[src/rtl/iob_pad_arbiter_if.sv]
// Pad-arbiter bus: per-requester request/release/drive controls, the IOBUF
// hookup and the registered read-back. master = requester side, slave = arbiter.
interface iob_pad_arbiter_if #(
   parameter int NREQ = 4
);
   logic [NREQ-1:0] req;
   logic [NREQ-1:0] done;
   logic [NREQ-1:0] oe_req;
   logic [NREQ-1:0] wr_data;
   logic            pad_o;
   logic [NREQ-1:0] gnt;
   logic            pad_i;
   logic            pad_t;
   logic            rd_data;
   logic            rd_valid;
   logic            timeout;

   modport master (
      output req, done, oe_req, wr_data, pad_o,
      input  gnt, pad_i, pad_t, rd_data, rd_valid, timeout
   );

   modport slave (
      input  req, done, oe_req, wr_data, pad_o,
      output gnt, pad_i, pad_t, rd_data, rd_valid, timeout
   );
endinterface

[src/rtl/iob_pad_arbiter.sv]
// Round-robin arbiter for one shared bidirectional pad. A winner is latched,
// the pad idles high-Z for TURNAROUND cycles, then the owner drives or samples
// it until done, request drop or MAX_HOLD. All outputs are registers, so the
// async reset tri-states the pad without waiting for a clock.
module iob_pad_arbiter #(
   parameter int NREQ       = 4,
   parameter int TURNAROUND = 2,
   parameter int MAX_HOLD   = 16
) (
   input logic              clk,
   input logic              rst_n,
   iob_pad_arbiter_if.slave bus
);
   localparam int SW = $clog2(NREQ);
   // Last TURN cycle index. With TURNAROUND=0 a hand-over still spends one
   // high-Z cycle in TURN so gnt is never handed directly between owners.
   localparam int TL = (TURNAROUND == 0) ? 0 : TURNAROUND - 1;
   localparam logic [NREQ-1:0] ONE = NREQ'(1);

   typedef enum logic [1:0] {S_IDLE, S_TURN, S_OWN} state_t;

   state_t          r_state, w_state_nxt;
   logic [SW-1:0]   r_sel, w_sel_nxt;
   logic [SW-1:0]   r_last, w_last_nxt;
   logic [3:0]      r_cnt, w_cnt_nxt;
   logic [7:0]      r_hold, w_hold_nxt;
   logic [NREQ-1:0] r_gnt, w_gnt_nxt;
   logic            r_pad_t, w_pad_t_nxt;
   logic            r_pad_i, w_pad_i_nxt;
   logic            r_rd_data, w_rd_data_nxt;
   logic            r_rd_valid, w_rd_valid_nxt;
   logic            r_timeout, w_timeout_nxt;

   logic [SW-1:0]   w_rr_idle;
   logic [SW-1:0]   w_rr_rel;
   logic            w_max;
   logic            w_rel;

   // First set request searching upward from last+1, wrapping; returns last
   // itself only if it is the sole requester.
   function automatic logic [SW-1:0] f_rr(input logic [NREQ-1:0] r,
                                          input logic [SW-1:0]   last);
      int idx;
      f_rr = last;
      for (int k = NREQ; k >= 1; k--) begin
         idx = (int'(last) + k) % NREQ;
         if (r[SW'(idx)]) f_rr = SW'(idx);
      end
   endfunction

   // On release the owner becomes last, so the search starts past it.
   assign w_rr_idle = f_rr(bus.req, r_last);
   assign w_rr_rel  = f_rr(bus.req, r_sel);
   assign w_max     = (r_hold == 8'(MAX_HOLD - 1));
   assign w_rel     = bus.done[r_sel] | ~bus.req[r_sel] | w_max;

   // Next state and next values of every registered output.
   always_comb begin
      w_state_nxt    = r_state;
      w_sel_nxt      = r_sel;
      w_last_nxt     = r_last;
      w_cnt_nxt      = r_cnt;
      w_hold_nxt     = r_hold;
      w_gnt_nxt      = '0;
      w_pad_t_nxt    = 1'b1;
      w_pad_i_nxt    = r_pad_i;
      w_rd_data_nxt  = r_rd_data;
      w_rd_valid_nxt = 1'b0;
      w_timeout_nxt  = 1'b0;
      case (r_state)
         S_IDLE: begin
            if (|bus.req) begin
               w_sel_nxt = w_rr_idle;
               if (TURNAROUND == 0) begin
                  w_state_nxt = S_OWN;
                  w_hold_nxt  = '0;
                  w_gnt_nxt   = ONE << w_rr_idle;
               end else begin
                  w_state_nxt = S_TURN;
                  w_cnt_nxt   = '0;
               end
            end
         end
         S_TURN: begin
            if (r_cnt == 4'(TL)) begin
               w_state_nxt = S_OWN;
               w_hold_nxt  = '0;
               w_gnt_nxt   = ONE << r_sel;
            end else begin
               w_cnt_nxt = r_cnt + 4'd1;
            end
         end
         S_OWN: begin
            w_pad_i_nxt = bus.wr_data[r_sel];
            w_hold_nxt  = r_hold + 8'd1;
            if (w_rel) begin
               w_last_nxt    = r_sel;
               w_timeout_nxt = w_max & ~bus.done[r_sel] & bus.req[r_sel];
               if (|bus.req) begin
                  w_sel_nxt   = w_rr_rel;
                  w_state_nxt = S_TURN;
                  w_cnt_nxt   = '0;
               end else begin
                  w_state_nxt = S_IDLE;
               end
            end else begin
               w_gnt_nxt   = ONE << r_sel;
               w_pad_t_nxt = ~bus.oe_req[r_sel];
               // Pad was high-Z this cycle, so pad_o carries the far end.
               if (r_pad_t) begin
                  w_rd_data_nxt  = bus.pad_o;
                  w_rd_valid_nxt = 1'b1;
               end
            end
         end
         default: w_state_nxt = S_IDLE;
      endcase
   end

   // State and output registers; reset releases the pad immediately.
   always_ff @(posedge clk or negedge rst_n) begin
      if (!rst_n) begin
         r_state    <= S_IDLE;
         r_sel      <= '0;
         r_last     <= SW'(NREQ - 1);
         r_cnt      <= '0;
         r_hold     <= '0;
         r_gnt      <= '0;
         r_pad_t    <= 1'b1;
         r_pad_i    <= 1'b0;
         r_rd_data  <= 1'b0;
         r_rd_valid <= 1'b0;
         r_timeout  <= 1'b0;
      end else begin
         r_state    <= w_state_nxt;
         r_sel      <= w_sel_nxt;
         r_last     <= w_last_nxt;
         r_cnt      <= w_cnt_nxt;
         r_hold     <= w_hold_nxt;
         r_gnt      <= w_gnt_nxt;
         r_pad_t    <= w_pad_t_nxt;
         r_pad_i    <= w_pad_i_nxt;
         r_rd_data  <= w_rd_data_nxt;
         r_rd_valid <= w_rd_valid_nxt;
         r_timeout  <= w_timeout_nxt;
      end
   end

   assign bus.gnt      = r_gnt;
   assign bus.pad_t    = r_pad_t;
   assign bus.pad_i    = r_pad_i;
   assign bus.rd_data  = r_rd_data;
   assign bus.rd_valid = r_rd_valid;
   assign bus.timeout  = r_timeout;
endmodule

[src/flat_wrapper.sv]
// flat-port wrapper written by rule: the top's interface ports become plain ports
module iob_pad_arbiter_flat 
#(
   parameter int NREQ       = 4,
   parameter int TURNAROUND = 2,
   parameter int MAX_HOLD   = 16
)
  (clk, rst_n, bus_req, bus_done, bus_oe_req, bus_wr_data, bus_pad_o, bus_gnt, bus_pad_i, bus_pad_t, bus_rd_data, bus_rd_valid, bus_timeout);
  iob_pad_arbiter_if #(.NREQ(NREQ)) bus_i ();
  input logic clk;
  input logic rst_n;
  input wire logic [$bits(bus_i.req)-1:0] bus_req;
  input wire logic [$bits(bus_i.done)-1:0] bus_done;
  input wire logic [$bits(bus_i.oe_req)-1:0] bus_oe_req;
  input wire logic [$bits(bus_i.wr_data)-1:0] bus_wr_data;
  input wire logic [$bits(bus_i.pad_o)-1:0] bus_pad_o;
  output wire logic [$bits(bus_i.gnt)-1:0] bus_gnt;
  output wire logic [$bits(bus_i.pad_i)-1:0] bus_pad_i;
  output wire logic [$bits(bus_i.pad_t)-1:0] bus_pad_t;
  output wire logic [$bits(bus_i.rd_data)-1:0] bus_rd_data;
  output wire logic [$bits(bus_i.rd_valid)-1:0] bus_rd_valid;
  output wire logic [$bits(bus_i.timeout)-1:0] bus_timeout;
  assign bus_i.req = bus_req;
  assign bus_i.done = bus_done;
  assign bus_i.oe_req = bus_oe_req;
  assign bus_i.wr_data = bus_wr_data;
  assign bus_i.pad_o = bus_pad_o;
  assign bus_gnt = bus_i.gnt;
  assign bus_pad_i = bus_i.pad_i;
  assign bus_pad_t = bus_i.pad_t;
  assign bus_rd_data = bus_i.rd_data;
  assign bus_rd_valid = bus_i.rd_valid;
  assign bus_timeout = bus_i.timeout;
  iob_pad_arbiter #(.NREQ(NREQ), .TURNAROUND(TURNAROUND), .MAX_HOLD(MAX_HOLD)) u_core (.clk(clk), .rst_n(rst_n), .bus(bus_i));
endmodule
[config.mk]
export PLATFORM = sky130hd
export DESIGN_NAME = iob_pad_arbiter_flat
export DESIGN_NICKNAME = d
export VERILOG_FILES = /design/src/rtl/iob_pad_arbiter_if.sv /design/src/rtl/iob_pad_arbiter.sv /design/src/flat_wrapper.sv
export SDC_FILE = /design/constraint.sdc
export NUM_CORES = 1
export LEC_CHECK = 0
export CORE_ASPECT_RATIO = 0.5
export CORE_MARGIN = 5
export CORE_UTILIZATION = 45
export DETAILED_ROUTE_END_ITERATION = 10
export PLACE_DENSITY = 0.66
export SYNTH_ARGS = -nofsm -noshare
export SYNTH_HDL_FRONTEND = slang
export SYNTH_SLANG_ARGS = --single-unit
[constraint.sdc]
create_clock -name clk -period 2.4 [get_ports clk]
set_input_delay 0.48 -clock clk [delete_from_list [all_inputs] [get_ports clk]]
set_output_delay 0.48 -clock clk [all_outputs]
set_load 0.05 [all_outputs]
# [Yosys cells after proc, flatten, opt, wreduce, memory -nomap -nowiden]
# Cells that the tools add are included.
# Widths: inputs -> output; s select.
[classes] add_sub_neg=10 order_cmp=9 n_eq_ne=10 n_shift=1 mux=65 n_bitwise=8 n_reduce_logical=11
[ops] operator="$lt 2x4->1 const B" count=8
[ops] operator="$mux 1" count=28
[ops] operator="$mux 2" count=14
[ops] operator="$bmux 1 s2" count=12
[ops] operator="$mux 4" count=5
[ops] operator="$pmux 8 s2" count=1
[ops] operator="$pmux 4 s3" count=1
[ops] operator="$reduce_and 3->1" count=3
[ops] operator="$add 2x1->2 const B" count=4
[ops] operator="$add 2x2->2 const B" count=4
[ops] operator="$add 8x1->8 const B" count=1
[ops] operator="$eq 8x4->1 const B" count=1
[ops] operator="$mux 8" count=1
[ops] operator="$ne 2x1->1 const B" count=4
[ops] operator="$pmux 4 s2" count=1
[ops] operator="$pmux 2 s3" count=1
[ops] operator="$ne 5x1->1 const B" count=1
[ops] operator="$reduce_and 5->1" count=1
[ops] operator="$add 4x1->4 const B" count=1
[ops] operator="$eq 4x1->1 const B" count=1
[ops] operator="$not 1->1" count=4
[ops] operator="$pmux 2 s2" count=1
[ops] operator="$reduce_and 2->1" count=2
[ops] operator="$reduce_bool 2->1" count=2
[ops] operator="10 further kinds" count=12
[totals] ff_bits=27 in_bits=19 output_inout_bits=9 word_cells=125

# [Longest topological paths before layout]
# Gate-level depths: netlist (run 1).
[logic_depth] word_depth=11 ltp_mapped=8 mapped_depth_nobuf=7

# [Least setup slack after synthesis (run 1)]
# No wires, ideal clock.
[synth_timing] path_type="input -> register" start="in bus_req[2]" end="reg u_core.r_rd_data (netlist: u_core.bus.rd_data)" setup_time_ps=127 arrival_time_ps=1851 required_ps=2273 setup_slack_ps=422 stages=6 n_path_buf=1 path_cell_list="buf_6 nor2b_1 mux4_2 and3_4 and2_4 mux2_1"
[synth_between] elab_chain_cells=7
[synth_lines] element="start: declaration" line_no="flat_wrapper.sv:12" rtl="input wire logic [$bits(bus_i.req)-1:0] bus_req;"
[synth_lines] element="$bmux 1 s2" line_no="iob_pad_arbiter.sv:55" rtl="assign w_rel = bus.done[r_sel] | ~bus.req[r_sel] | w_max;"
[synth_lines] element="$mux 1 (not written as such)" line_no="iob_pad_arbiter.sv:55"
[synth_lines] element="$not 1->1" line_no="iob_pad_arbiter.sv:55"
[synth_lines] element="$or 1x1->1 (2 in series)" line_no="iob_pad_arbiter.sv:55"
[synth_lines] element="$not 1->1 (no line)"
[synth_lines] element="$reduce_and 3->1 (no line)"
[synth_lines] element="end signal: assignment" line_no="iob_pad_arbiter.sv:143" rtl="r_rd_data <= w_rd_data_nxt;"
[synth_lines] element="end: declaration" line_no="iob_pad_arbiter.sv:30" rtl="logic r_rd_data, w_rd_data_nxt;"
# No other way between the ends. The select of a mux whose other input is x is not followed.
# A chain may end at the register's enable or synchronous reset.

# [Final worst setup path (run 1)]
[layout_timing] start="reg u_core.r_hold[0]" end="reg u_core.r_cnt[1]"
[layout_between] elab_chain_cells=4
[layout_lines] element="start: declaration" line_no="iob_pad_arbiter.sv:26" rtl="logic [7:0] r_hold, w_hold_nxt;"
[layout_lines] element="start signal: assignment" line_no="iob_pad_arbiter.sv:139" rtl="r_hold <= w_hold_nxt;"
[layout_lines] element="$eq 8x4->1" line_no="iob_pad_arbiter.sv:54" rtl="assign w_max = (r_hold == 8'(MAX_HOLD - 1));"
[layout_lines] element="$or 1x1->1" line_no="iob_pad_arbiter.sv:55"
[layout_lines] element="$ne 2x1->1 (no line)"
[layout_lines] element="$reduce_and 3->1 (no line)"
[layout_lines] element="end signal: assignment" line_no="iob_pad_arbiter.sv:138" rtl="r_cnt <= w_cnt_nxt;"
[layout_lines] element="end: declaration" line_no="iob_pad_arbiter.sv:25" rtl="logic [3:0] r_cnt, w_cnt_nxt;"
# No other way between the ends.

==> results of run 1 <==
==> where the power goes <==
part / switching, mW / internal, mW
Sequential: 0.0982 / 0.581
Clock: 0.149 / 0.118
Combinational: 0.657 / 0.535
Total: 0.904 / 1.23
==> cell type report <==
type	instances	share of cell area
Tap cell	51	0.02993
Sequential cell	27	0.3187
Inverter	10	0.01761
Multi-Input combinational cell	128	0.4419
Clock buffer	3	0.01937
Clock inverter	1	0.003521
Timing Repair Buffer	39	0.1690
==> cells in the final DEF, fill, tap and decap left out, types with 2 or more instances in the layout <==
master           instances
clkdlybuf4s50_1         27
dfrtp_1                 24
o21ai_0                 13
buf_4                   12
nand2_1                 11
nor2_1                  11
ha_1                    11
inv_1                    8
a21oi_1                  8
nand3_1                  7
mux2_2                   6
mux2i_1                  6
o31ai_1                  5
nor2b_1                  4
and2_1                   4
a31oi_1                  4
nand2b_1                 4
mux4_2                   3
and3_1                   3
o211ai_1                 3
clkbuf_8                 3
dfstp_2                  3
or4_1                    2
o21a_1                   2
nor3_1                   2
nor4_1                   2
==> worst min path at each step <==
stage / to / depth (start not counted)
floorplan: u_core.bus.gnt[0]$_DFF_PN0_ / 0
global placement: u_core.r_hold[7]$_DFFE_PN0P_ / 1
detailed placement: u_core.r_hold[7]$_DFFE_PN0P_ / 1
CTS: u_core.r_hold[7]$_DFFE_PN0P_ / 1
global route: u_core.r_hold[7]$_DFFE_PN0P_ / 1
finish: u_core.r_hold[7]$_DFFE_PN0P_ / 1
==> critical path: stages, from the launching register on <==
cell and delay (ps):
dfrtp_1 410, ha_1 240, nand4b_1 120, or4_1 530
and3_4 250, or3_1 370, o22ai_1 150
==> synthesized netlist by cell type (all sizes together) (4+ instances only) <==
| library cell | number | area, um2 |
|---|---|---|
| o31ai | 5 | 37.54 |
| nand3 | 7 | 35.03 |
| ha | 11 | 137.6 |
| and2 | 5 | 33.78 |
| inv | 9 | 33.78 |
| a31oi | 4 | 25.02 |
| nand2 | 11 | 41.29 |
| nand2b | 4 | 25.02 |
| mux2i | 6 | 60.06 |
| buf | 4 | 35.03 |
| o21ai | 13 | 65.06 |
| nor2b | 4 | 25.02 |
| dfrtp | 24 | 600.6 |
| a21oi | 8 | 40.04 |
| nor2 | 11 | 41.29 |
| mux2 | 7 | 78.82 |
| and3 | 4 | 30.03 |
==> sequential cells by signal, indices dropped and copies added (netlist names) <==
signal	count
u_core.bus.rd_valid	1
u_core.r_state	2
u_core.bus.timeout	1
u_core.bus.gnt	4
u_core.bus.pad_i	1
u_core.r_last	2
u_core.r_sel	2
u_core.r_hold	8
u_core.r_cnt	4
u_core.bus.pad_t	1
u_core.bus.rd_data	1
==> kinds of logic after synthesis <==
logic type | Yosys count | synth area share
AND/OR/NAND/NOR | 58 | 0.1922
AO/OA/AOI/OAI | 43 | 0.1585
flip-flops | 27 | 0.3984
buffers and inverters | 17 | 0.04915
multiplexers | 16 | 0.1211
adder cells (fa/ha/maj) | 11 | 0.08070
==> per-layer routing <==
metal	routed length (um)	vias to the layer above	track usage
met4	27	0	0.02797
li1	-	707	-
met3	125	2	0.03364
met2	1721	25	0.2774
met5	0	-	0
met1	1803	710	0.2000
==> through the flow <==
| step | area (um2) | hold WS [ps] |
|---|---|---|
| after floorplan | 1705 | 184.4 |
| after global placement | 2083 | 458.3 |
| after detailed placement | 2083 | 468.3 |
| after CTS | 2132 | 481.1 |
| after global routing | 2132 | 491.5 |
| final | 2132 | 481.7 |
==> qor.csv, run 1 <==
metric,value,unit
die_height,53.53,um
period_needed,2154,ps
power.leakage,0.9202,nW
routed_wl,3678,um
peakVddDrop,0.3516,mV
worstSetupEndpointType,flip-flop,
hp-class,flip-flop to flip-flop,
timing.fmax,0.4642,GHz
required,2600,ps
pre_cts_ws,-26.69,ps
fin_skew,10.76,ps
worst-path-max-fanout,5,
hold_start,u_core.r_hold[7]$_DFFE_PN0P_,
clock_latency,280,ps
initialDrtViolationCount,68,
dp.cells,255,
finalPower,2.138,mW
max-slew-margin-rel,0.5196,
yosys_most_used_dff,dfrtp_1,
fin_ws,245.5,ps
final_core_util,0.6011,
antenna_left,0,
rows,15,
worstPathArrival,2360,ps
grt_overflow_total,0,
post-cts-setup-buffer-count,0,
hold_viol_final,0,
cp-startpoint,u_core.r_hold[0]$_DFFE_PN0P_,
numCtsBuffers,3,
multi_input_area,942.2,um2
cts_root_buffer,clkbuf_8,
syn_area,0.001705,mm2
ys_seq_area_frac,0.3984,
drt_pass1_iterations,4,
cts_tree,done,
antenna_found_initial,0,
synthDistinctLibCells,46,
area_growth,25.02,%
gp_congestion,0.8442,
r2r_setup_slack,250,ps
fin_cells,259,
powerDensity,1003,mW/mm2
grt_pass1_vias,1365,
start_kind,flip-flop,
grtUsageTotal,0.1548,
r2r_end,u_core.r_cnt[1]$_DFFE_PN0P_,
via_per_inst,5.575,
drive_gt1_frac,0.1538,
wl_per_cell,14.20,um
finalCritPeriodShare,0.8977,
grt_pass1_wl,6499,um
maxCapViolCount,0,
tightest_slew,710.6,ps
ys_warn_count,0,
core,0.003547,mm2
holdBufCountCts,0,
netlist_instances,172,
final.fill_count,310,
diodes,0,
critPathCapture,u_core.r_cnt[1]$_DFFE_PN0P_,
io_buffers,27,
synth_edf_count,0,
place.detailed.hpwl,2841,um
io_pins,28,
rsz0062_at_grt,false,
grt_max_degree,28,
path_class,flip-flop to flip-flop,
slew_viol_final,0,
syn_avg_cell_area,9.915,um2
reg2reg_depth,6,
ys_ff_latch,27,
setup_viol,0,
cts_max_level,1,
syn_nets,202,
outcome,"finished, final reports clean",
synthArstFlopShare,1.000,
drc,0,
start_util,0.4808,
die_x,97.06,um
seqCellArea,679.4,um2
nets,239,
clk_pin_slew_worst_paths,100,ps
cts_num_sinks,27,
fin_tns_setup,0,ps
clockBufferDepth,2,
die_area,0.005196,mm2
vias,1444,
r2r_start,u_core.r_hold[0]$_DFFE_PN0P_,
cts_resized,0,
Note: power is estimated with default switching activity, not from simulation.
==> run 2: changes to the inputs <==
--- a/config.mk
+++ b/config.mk
@@ -7,2 +7,3 @@
 export LEC_CHECK = 0
+export CAP_MARGIN = 10
 export CORE_ASPECT_RATIO = 0.5
==> constraint.sdc (replaced) <==
create_clock -name clk -period 2.4 [get_ports clk]
set_input_delay 0.72 -clock clk [delete_from_list [all_inputs] [get_ports clk]]
set_output_delay 0.72 -clock clk [all_outputs]
set_load 0.05 [all_outputs]
==> qor.csv, run 2 (synthesis results as in run 1) <==
metric,value,unit
outcome,"finished, final reports clean",
core,0.003547,mm2
largest_reg_flops,8,
rsz0062_at_grt,false,
powerDensity,1003,mW/mm2
via_per_inst,5.446,
grt_overflow_total,0,
drc,0,
p_int,1.243,mW
hp-class,flip-flop to flip-flop,
setup_viol,0,
slew_viol_final,0,
drt_pass1_iterations,5,
period_needed,2316,ps
grt_pass1_vias,1322,
dpl_cell_area,0.002088,mm2
io_buffers,27,
cts_max_level,1,
power.leakage,0.9261,nW
maxCapViolCount,0,
wl_per_cell,13.89,um
gp_congestion,0.8523,
netSwitchingFraction,0.4195,
cts_tree,done,
fin_cells,260,
die_area,0.005196,mm2
initialDrtViolationCount,57,
clockBufferDepth,2,
die_height,53.53,um
max-slew-margin-rel,0.5254,
final_common_cell,clkdlybuf4s50_1,
tightest_slew,702.0,ps
io_pins,28,
path_class,input pin to flip-flop,
design_area,0.002133,mm2
dp.cells,256,
clockPowerShare,0.124,
worstSetupEndpointType,flip-flop,
p_seq_frac,0.315,
rows,15,
grt_max_degree,28,
finalCritPeriodShare,0.9651,
nets,240,
post-cts-setup-buffer-count,0,
r2r_setup_slack,250,ps
grt_pass1_wl,6306,um
fin_skew,2.631,ps
area_growth,25.09,%
vias,1416,
grtUsageTotal,0.1514,
cts_resized,0,
numCtsBuffers,3,
required,2550,ps
routed_wl,3611,um
cts_num_sinks,27,
clk_pin_slew_worst_paths,90,ps
place.detailed.hpwl,2764,um
final_cell_mix,"clkdlybuf4s50_1, dfrtp_1, buf_4, o21ai_0",
worst-path-max-fanout,5,
holdBufCountCts,0,
p_comb_frac,0.561,
antenna_left,0,
switchingPower,898.1,uW
antenna_found_initial,0,
drive_gt1_frac,0.1579,
top_register,u_core.r_hold,
start_util,0.4808,
die_x,97.06,um
timing.fmax,0.4318,GHz
hold_viol_final,0,
peakVddDrop,0.4463,mV
diodes,0,
start_kind,input pin,
worstPathArrival,2470,ps
clock_latency,280,ps
cts_root_buffer,clkbuf_8,
run 2: final cells by class:
type	count	area, um2
clock buffer	4	45.04
fill	295	1414
inverter	10	37.54
multi-input combinational	128	942.2
sequential	27	679.4
tap	51	63.81
timing repair buffer	40	365.4
run 2: worst paths after layout:
path                                              start                            to  cells after the start
setup reg to reg           u_core.r_hold[0]$_DFFE_PN0P_   u_core.r_cnt[0]$_DFFE_PN0P_                      6
hold reg to reg            u_core.r_hold[7]$_DFFE_PN0P_  u_core.r_hold[7]$_DFFE_PN0P_                      1
max in group asynchronous                         rst_n    u_core.bus.pad_t$_DFF_PN1_                      2
hold / removal             u_core.r_hold[7]$_DFFE_PN0P_  u_core.r_hold[7]$_DFFE_PN0P_                      1
setup / recovery                             bus_req[0]   u_core.r_cnt[0]$_DFFE_PN0P_                      6
min in group asynchronous                         rst_n   u_core.bus.gnt[3]$_DFF_PN0_                      2
run 2: power groups by stage:
stage / registers, mW / clock network [mW] / logic, mW
after floorplan: 0.755 / 0 / 0.781
after global placement: 0.679 / 0 / 1.19
after detailed placement: 0.683 / 0 / 1.20
after CTS: 0.676 / 0.271 / 1.21
after global routing: 0.690 / 0.299 / 1.33
final: 0.675 / 0.265 / 1.20
run 2: metrics by stage:
stage | setup slack, ps | power (mW) | utilization | hold WS [ps] | setup TNS, ps
2_1_floorplan | 181.9 | 1.536 | - | 424.4 | 0
3_3_place_gp | -197.7 | 1.864 | 0.5887 | 459.0 | -2175
3_5_place_dp | -216.0 | 1.885 | 0.5887 | 477.5 | -2287
4_1_cts | 77.43 | 2.152 | 0.6014 | 491.0 | 0
5_1_grt | 14.21 | 2.318 | 0.6014 | 497.3 | 0
6_report | 83.87 | 2.141 | 0.6014 | 485.9 | 0
run 2: critical path, cell delays in order:
cell and delay, ps:
clkdlybuf4s50_1 410, nor2b_1 130, mux4_2 510, and3_4 240, nor4_4 330, mux2i_1 120
run 2: per-layer routing:
layer	part of all wire	vias to the layer above	GRT usage
met5	0	-	0
met4	0.012	0	0.04895
li1	-	706	-
met2	0.46	31	0.2511
met1	0.50	674	0.2045
met3	0.034	5	0.02975
